### src/rtl/spi_pkg.sv
// Shared types and sizes for the counter-streaming SPI receive link.
package spi_pkg;

    typedef enum logic [1:0] {
        IDLE         = 2'd0,
        RX_HIGH      = 2'd1,
        RX_LOW       = 2'd2,
        WAIT_SS_HIGH = 2'd3
    } rx_state_t;

    localparam int BYTE_BITS   = 8;
    localparam int FRAME_BYTES = 2;
    localparam int COUNT_W     = BYTE_BITS * FRAME_BYTES;

endpackage

### src/rtl/spi_slave_count_rx_if.sv
// SPI pin bundle between the counter-streaming master and this receiver.
// Strobe semantics: SCLK is CPOL=0, MOSI launched on falling edges and captured on rising edges
// while n_SS is low; there is no ready/backpressure, the slave must keep up.
interface spi_slave_count_rx_if;
    logic SCLK;
    logic MOSI;
    logic n_SS;
    logic MISO;

    modport master (output SCLK, output MOSI, output n_SS, input MISO);
    modport slave  (input SCLK, input MOSI, input n_SS, output MISO);
endinterface

### src/rtl/spi_slave_shifter.sv
// Pin synchronizers, registered SCLK/n_SS edge strobes, and the 8-bit MSB-first shifter.
module spi_slave_shifter
    import spi_pkg::*;
#(
    parameter int SYNC_STAGES = 2
) (
    input  logic                 clk,
    input  logic                 reset,
    input  logic                 i_sclk,
    input  logic                 i_mosi,
    input  logic                 i_n_ss,
    input  logic                 i_clear,
    input  logic                 i_enable,
    output logic                 o_ss_fall,
    output logic                 o_ss_rise,
    output logic [BYTE_BITS-1:0] o_rx_byte,
    output logic                 o_byte_done
);

    localparam int CNT_W = $clog2(BYTE_BITS);

    logic [SYNC_STAGES-1:0] r_sclk_sync;
    logic [SYNC_STAGES-1:0] r_mosi_sync;
    logic [SYNC_STAGES-1:0] r_ss_sync;
    logic                   r_sclk_d;
    logic                   r_ss_d;
    logic                   r_sclk_rise;
    logic                   r_ss_fall;
    logic                   r_ss_rise;
    logic [BYTE_BITS-1:0]   r_shift;
    logic [CNT_W-1:0]       r_bit_cnt;

    logic w_sclk_s;
    logic w_ss_s;
    logic w_mosi_s;
    logic w_sample;

    assign w_sclk_s = r_sclk_sync[SYNC_STAGES-1];
    assign w_ss_s   = r_ss_sync[SYNC_STAGES-1];
    assign w_mosi_s = r_mosi_sync[SYNC_STAGES-1];

    always_ff @(posedge clk or posedge reset) begin
        if (reset) begin
            r_sclk_sync <= '0;
            r_mosi_sync <= '0;
            r_ss_sync   <= '1;
            r_sclk_d    <= 1'b0;
            r_ss_d      <= 1'b1;
            r_sclk_rise <= 1'b0;
            r_ss_fall   <= 1'b0;
            r_ss_rise   <= 1'b0;
        end else begin
            r_sclk_sync <= {r_sclk_sync[SYNC_STAGES-2:0], i_sclk};
            r_mosi_sync <= {r_mosi_sync[SYNC_STAGES-2:0], i_mosi};
            r_ss_sync   <= {r_ss_sync[SYNC_STAGES-2:0], i_n_ss};
            r_sclk_d    <= w_sclk_s;
            r_ss_d      <= w_ss_s;
            r_sclk_rise <= w_sclk_s & ~r_sclk_d;
            r_ss_fall   <= ~w_ss_s & r_ss_d;
            r_ss_rise   <= w_ss_s & ~r_ss_d;
        end
    end

    // r_ss_d is aligned with the registered strobes, so an SCLK edge landing with n_SS rise is dropped.
    assign w_sample    = i_enable & r_sclk_rise & ~r_ss_d;
    assign o_rx_byte   = {r_shift[BYTE_BITS-2:0], w_mosi_s};
    assign o_byte_done = w_sample & (r_bit_cnt == CNT_W'(BYTE_BITS - 1));
    assign o_ss_fall   = r_ss_fall;
    assign o_ss_rise   = r_ss_rise;

    always_ff @(posedge clk or posedge reset) begin
        if (reset) begin
            r_shift   <= '0;
            r_bit_cnt <= '0;
        end else if (i_clear) begin
            r_shift   <= '0;
            r_bit_cnt <= '0;
        end else if (w_sample) begin
            r_shift   <= o_rx_byte;
            r_bit_cnt <= r_bit_cnt + 1'b1;
        end
    end

endmodule

### src/rtl/spi_slave_count_rx.sv
// Frame FSM: assembles two received bytes into a 16-bit count with valid / abort strobes.
module spi_slave_count_rx
    import spi_pkg::*;
#(
    parameter int SYNC_STAGES = 2
) (
    input  logic                  clk,
    input  logic                  reset,
    spi_slave_count_rx_if.slave   spi,
    output logic [COUNT_W-1:0]    count_out,
    output logic                  count_valid,
    output logic                  frame_err,
    output logic                  busy,
    output rx_state_t             dbg_state
);

    rx_state_t             r_state;
    logic [BYTE_BITS-1:0]  r_high;
    logic [COUNT_W-1:0]    r_count;
    logic                  r_valid;
    logic                  r_err;

    rx_state_t             w_next_state;
    logic                  w_clear;
    logic                  w_enable;
    logic                  w_latch_high;
    logic                  w_complete;
    logic                  w_abort;
    logic                  w_ss_fall;
    logic                  w_ss_rise;
    logic [BYTE_BITS-1:0]  w_rx_byte;
    logic                  w_byte_done;

    spi_slave_shifter #(
        .SYNC_STAGES (SYNC_STAGES)
    ) u_shifter (
        .clk         (clk),
        .reset       (reset),
        .i_sclk      (spi.SCLK),
        .i_mosi      (spi.MOSI),
        .i_n_ss      (spi.n_SS),
        .i_clear     (w_clear),
        .i_enable    (w_enable),
        .o_ss_fall   (w_ss_fall),
        .o_ss_rise   (w_ss_rise),
        .o_rx_byte   (w_rx_byte),
        .o_byte_done (w_byte_done)
    );

    always_comb begin
        w_next_state = r_state;
        w_clear      = 1'b0;
        w_enable     = 1'b0;
        w_latch_high = 1'b0;
        w_complete   = 1'b0;
        w_abort      = 1'b0;
        case (r_state)
            IDLE: begin
                if (w_ss_fall) begin
                    w_clear      = 1'b1;
                    w_next_state = RX_HIGH;
                end
            end
            RX_HIGH: begin
                w_enable = 1'b1;
                if (w_ss_rise) begin
                    w_abort      = 1'b1;
                    w_next_state = IDLE;
                end else if (w_byte_done) begin
                    w_latch_high = 1'b1;
                    w_next_state = RX_LOW;
                end
            end
            RX_LOW: begin
                w_enable = 1'b1;
                if (w_ss_rise) begin
                    w_abort      = 1'b1;
                    w_next_state = IDLE;
                end else if (w_byte_done) begin
                    w_complete   = 1'b1;
                    w_next_state = WAIT_SS_HIGH;
                end
            end
            WAIT_SS_HIGH: begin
                if (w_ss_rise) begin
                    w_next_state = IDLE;
                end
            end
            default: w_next_state = IDLE;
        endcase
    end

    always_ff @(posedge clk or posedge reset) begin
        if (reset) begin
            r_state <= IDLE;
            r_high  <= '0;
            r_count <= '0;
            r_valid <= 1'b0;
            r_err   <= 1'b0;
        end else begin
            r_state <= w_next_state;
            r_valid <= w_complete;
            r_err   <= w_abort;
            if (w_latch_high) begin
                r_high <= w_rx_byte;
            end
            if (w_complete) begin
                r_count <= {r_high, w_rx_byte};
            end
        end
    end

    assign spi.MISO    = 1'b0;
    assign count_out   = r_count;
    assign count_valid = r_valid;
    assign frame_err   = r_err;
    assign busy        = (r_state != IDLE);
    assign dbg_state   = r_state;

endmodule

### src/flat_wrapper.sv
// flat-port wrapper written by rule: the top's interface ports become plain ports
module spi_slave_count_rx_flat import spi_pkg::*;
#(
    parameter int SYNC_STAGES = 2
)
  (clk, reset, count_out, count_valid, frame_err, busy, dbg_state, spi_SCLK, spi_MOSI, spi_n_SS, spi_MISO);
  spi_slave_count_rx_if spi_i ();
  input  logic clk;
  input  logic reset;
  output logic [COUNT_W-1:0] count_out;
  output logic count_valid;
  output logic frame_err;
  output logic busy;
  output rx_state_t dbg_state;
  input wire logic [$bits(spi_i.SCLK)-1:0] spi_SCLK;
  input wire logic [$bits(spi_i.MOSI)-1:0] spi_MOSI;
  input wire logic [$bits(spi_i.n_SS)-1:0] spi_n_SS;
  output wire logic [$bits(spi_i.MISO)-1:0] spi_MISO;
  assign spi_i.SCLK = spi_SCLK;
  assign spi_i.MOSI = spi_MOSI;
  assign spi_i.n_SS = spi_n_SS;
  assign spi_MISO = spi_i.MISO;
  spi_slave_count_rx #(.SYNC_STAGES(SYNC_STAGES)) u_core (.clk(clk), .reset(reset), .spi(spi_i), .count_out(count_out), .count_valid(count_valid), .frame_err(frame_err), .busy(busy), .dbg_state(dbg_state));
endmodule
### config.mk
export PLATFORM = sky130hd
export DESIGN_NAME = spi_slave_count_rx_flat
export DESIGN_NICKNAME = d
export VERILOG_FILES = /design/src/rtl/spi_pkg.sv /design/src/rtl/spi_slave_count_rx_if.sv /design/src/rtl/spi_slave_shifter.sv /design/src/rtl/spi_slave_count_rx.sv /design/src/flat_wrapper.sv
export SDC_FILE = /design/constraint.sdc
export NUM_CORES = 1
export LEC_CHECK = 0
export ABC_AREA = 0
export CORE_MARGIN = 4
export CORE_UTILIZATION = 35
export DETAILED_ROUTE_END_ITERATION = 10
export PLACE_DENSITY = 0.55
export SLEW_MARGIN = 20
export SYNTH_ARGS = -nofsm -noshare
export SYNTH_HDL_FRONTEND = slang
export SYNTH_SLANG_ARGS = --single-unit
### constraint.sdc
create_clock -name clk -period 1.9 [get_ports clk]
set_input_delay 0.285 -clock clk [delete_from_list [all_inputs] [get_ports clk]]
set_output_delay 0.285 -clock clk [all_outputs]
set_load 0.02 [all_outputs]
==> impl_results.rst <==
.. list-table::
   :header-rows: 1

   * - Metric
     - Value
   * - Status
     - complete, no violations
   * - Max Freq
     - between 0.5 and 0.6 GHz
   * - Count of placed standard cells in the final layout, fillers left out
     - 252
   * - Area Overhead vs Synth
     - 29.4%
   * - Post-DP HPWL
     - roughly 2400 µm
   * - Layout cell share with drive strength beyond 1
     - 0.294
   * - List of cells traversed by the critical path
     - inv_2, ha_4, and3b_1, and4b_2, clkbuf_16, mux2_2
   * - Post-detailed-route count of antenna-violating nets
     - 0
   * - Max stage delay on crit path
     - 0.40 ns
   * - Library cells used by synthesis
     - 29
   * - Synth Register Bits
     - between 40 and 50
   * - Via Count
     - about 1200
   * - Routability Congestion
     - 0.804
   * - Mean area per synthesized cell
     - about 14 µm²
   * - Sum of negative setup slack
     - 0 ns
   * - Overall die height
     - 83.0 µm
   * - Clock tree from TritonCTS
     - done
   * - Number of flops mapped to enable cells by yosys
     - 0
   * - Combinational family with the most area after synthesis
     - multiplexers
   * - Arithmetic-cell share of the synthesized area counting full adders, half adders and majority gates
     - 0.0445
   * - Critical-path top delay cell
     - dfrtp_2
   * - Commonest cells after routing, fill and taps aside
     - dfrtp_1 (44), clkdlybuf4s50_1 (24), nand2_1 (18)
   * - Residual overflow from global routing
     - 0
   * - Cell row count
     - 27
   * - Number of pins exceeding their max-slew limit in the final report
     - 0
   * - Pin count of the biggest net entering global routing
     - 20
   * - Leading register cell type out of synthesis
     - dfrtp_1
   * - Drt first-iter violations
     - slightly above 60
   * - Seq/Total Area, Yosys
     - 0.625
   * - Clock latency of the later-clocked register in the worst-skew pair
     - 0.30 ns
   * - DR DRC count
     - 0
   * - Via count of the first global-routing pass
     - between 1000 and 1500
   * - Initial cell density of the core
     - 0.360
   * - Standard cell core area
     - 5470 µm²
   * - Vias per cell
     - 4.71
   * - Post-synthesis net count
     - 154
   * - Post-route cell area
     - 2550 µm²
   * - Clock root cell
     - clkbuf_8
   * - Reported leakage power
     - ~1.2 nW
   * - Area after detailed placement
     - approximately 2400 µm²
   * - Final Hold Vio Count
     - 0
   * - Final period utilization
     - 0.980
   * - Worst ir drop on vdd
     - 0.470 mV
   * - Worst path arrival time
     - just over 2 ns
   * - Multiplexer fraction of the synthesized cell area
     - 0.154
   * - Buffers added on ports
     - 25
   * - Complex-gate fraction of the synthesized area
     - 0.0401
   * - TritonCTS sink count
     - 49
   * - Most frequent standard cell in the layout excluding fill and tap cells
     - dfrtp_1
   * - Number of iterations in the first detailed-routing pass
     - 4
   * - Overall fraction of global-route tracks in use
     - 0.0999
   * - Hold buffer count at CTS
     - 0
   * - Worst Hold Slack
     - 0.273 ns
   * - Cell family with most CP delay
     - simple AND/OR/NAND/NOR gates
   * - DP Cell Count
     - ~240
   * - Data required time of the worst path
     - roughly 2.1 ns
   * - Per-cell routed wire length
     - 14.0 µm
   * - Power per cell area
     - ~910 nW/µm²
   * - Global-route wire length before repair
     - between 5000 and 6000 µm
   * - Critical-path maximum fanout
     - 4
   * - Category of the worst setup path launch point
     - flip-flop
   * - Final setup violation count
     - 0
   * - Crit. End Element
     - flip-flop
   * - Synth Area in XOR/XNOR
     - 0.00445
   * - Inserted Clock Buffers
     - 5
   * - Ys async rst share
     - 1.00
   * - Synth Cell Area
     - ~2000 µm²
   * - Num ports
     - 27
   * - Crit path buf inv count
     - 2
   * - Clk pin slew, worst setup/hold paths
     - approximately 0.09 ns
   * - Max-cap violations
     - 0
   * - Kind of critical path
     - flip-flop to flip-flop
   * - Initial antenna violation count
     - 0
   * - Layout Nets
     - approximately 190
   * - Number of standard cells after synthesis
     - about 140
   * - Maximum root-to-sink buffer count
     - 2
   * - Antenna Cells
     - 0
   * - Total power
     - 0.00232 W
   * - CTS H-tree depth
     - 2
   * - Chip width
     - between 80 and 90 µm
   * - Simple logic cell fraction of the synthesized area
     - 0.0998
   * - Synthesis Warnings
     - 0
   * - Die area
     - slightly below 7000 µm²
   * - Clock Skews
     - 0.0110 ns
   * - Min Tclk post-route
     - 1.86 ns
   * - Total Wirelength
     - between 3000 and 4000 µm
   * - Worst min path class
     - input port to asynchronous set/reset pin
==> where the power goes <==
group | total, W | internal (W) | switching [W]
logic | 0.000410 | 0.000188 | 0.000222
registers | 0.00117 | 0.00111 | 0.0000548
clock network | 0.000743 | 0.000395 | 0.000349
total | 0.00232 | 0.00170 | 0.000626
==> state kept, by name (all words and copies together) (netlist names) <==
signal,cells
u_core.count_valid,1
u_core.u_shifter.o_ss_fall,1
u_core.u_shifter.r_mosi_sync,2
u_core.u_shifter.o_ss_rise,1
u_core.u_shifter.r_sclk_sync,2
u_core.frame_err,1
u_core.u_shifter.r_sclk_rise,1
u_core.u_shifter.r_bit_cnt,3
u_core.u_shifter.r_ss_sync,2
u_core.u_shifter.r_shift,7
u_core.u_shifter.r_sclk_d,1
u_core.dbg_state,2
u_core.u_shifter.r_ss_d,1
u_core.count_out,16
u_core.r_high,8
==> metrics by stage <==
stage,util,setup slack (ns)
final,0.465,0.0375
after global routing,0.465,-0.0167
after CTS,0.452,0.0258
after detailed placement,0.432,0.0254
after global placement,0.432,0.108
after floorplan,-,0.00484
==> cell type report <==
| class | count | area [µm²] |
|---|---|---|
| sequential | 49 | 1230 |
| fill | 501 | 2930 |
| clock buffer | 5 | 68.8 |
| tap | 72 | 90.1 |
| inverter | 4 | 15.0 |
| multi-input combinational | 83 | 693 |
| timing repair buffer | 36 | 404 |
| clock inverter | 3 | 43.8 |
==> kinds of logic (layout without fill, tap and decap cells) <==
family | Yosys count | after routing
fa+ha+maj | 7 | 7
other cells | 1 | 1
compound gates | 13 | 13
buf+inv | 10 | 48
simple gates | 37 | 37
xor+xnor | 1 | 1
flops | 49 | 49
mux | 24 | 24
==> synthesized netlist by cell type, drive strengths merged, types with 2 or more instances <==
cell     n  share of area
mux2    24           0.15
nand2   18          0.034
inv      4         0.0076
and4b    3          0.015
a21oi    9          0.023
dfstp    3          0.040
dfrtp   46           0.58
nand2b   2         0.0064
nor2     3         0.0057
and2     2         0.0064
ha       7          0.044
buf      6          0.022
nor2b    3         0.0095
==> final timing paths <==
kind,startpoint,to,slack (ns),cells after the start
max,u_core.dbg_state[0],u_core.count_out[2],0.04,6
min,reset,u_core.u_shifter.r_sclk_d,0.27,2
max reg2reg,u_core.dbg_state[0],u_core.count_out[2],0.04,6
min reg2reg,u_core.u_shifter.r_ss_sync[0],u_core.u_shifter.r_ss_sync[1],0.36,0
max in group asynchronous,reset,u_core.count_out[10],1.11,3
min in group clk,u_core.u_shifter.r_ss_sync[0],u_core.u_shifter.r_ss_sync[1],0.36,0
==> repair_timing <==
action                                  in CTS  in global routing
endpoints found under the setup margin       1                 12
cloned                                       0                  2
pin swaps                                    0                  2
resized for setup                            1                  4
setup buffers                                0                  1
==> metal layers <==
layer  wire [µm]  track usage
met1        1580        0.125
met3         138       0.0337
met5           0            0
met2        1730        0.155
met4          67       0.0475
Note: power is estimated with default switching activity, not from simulation.
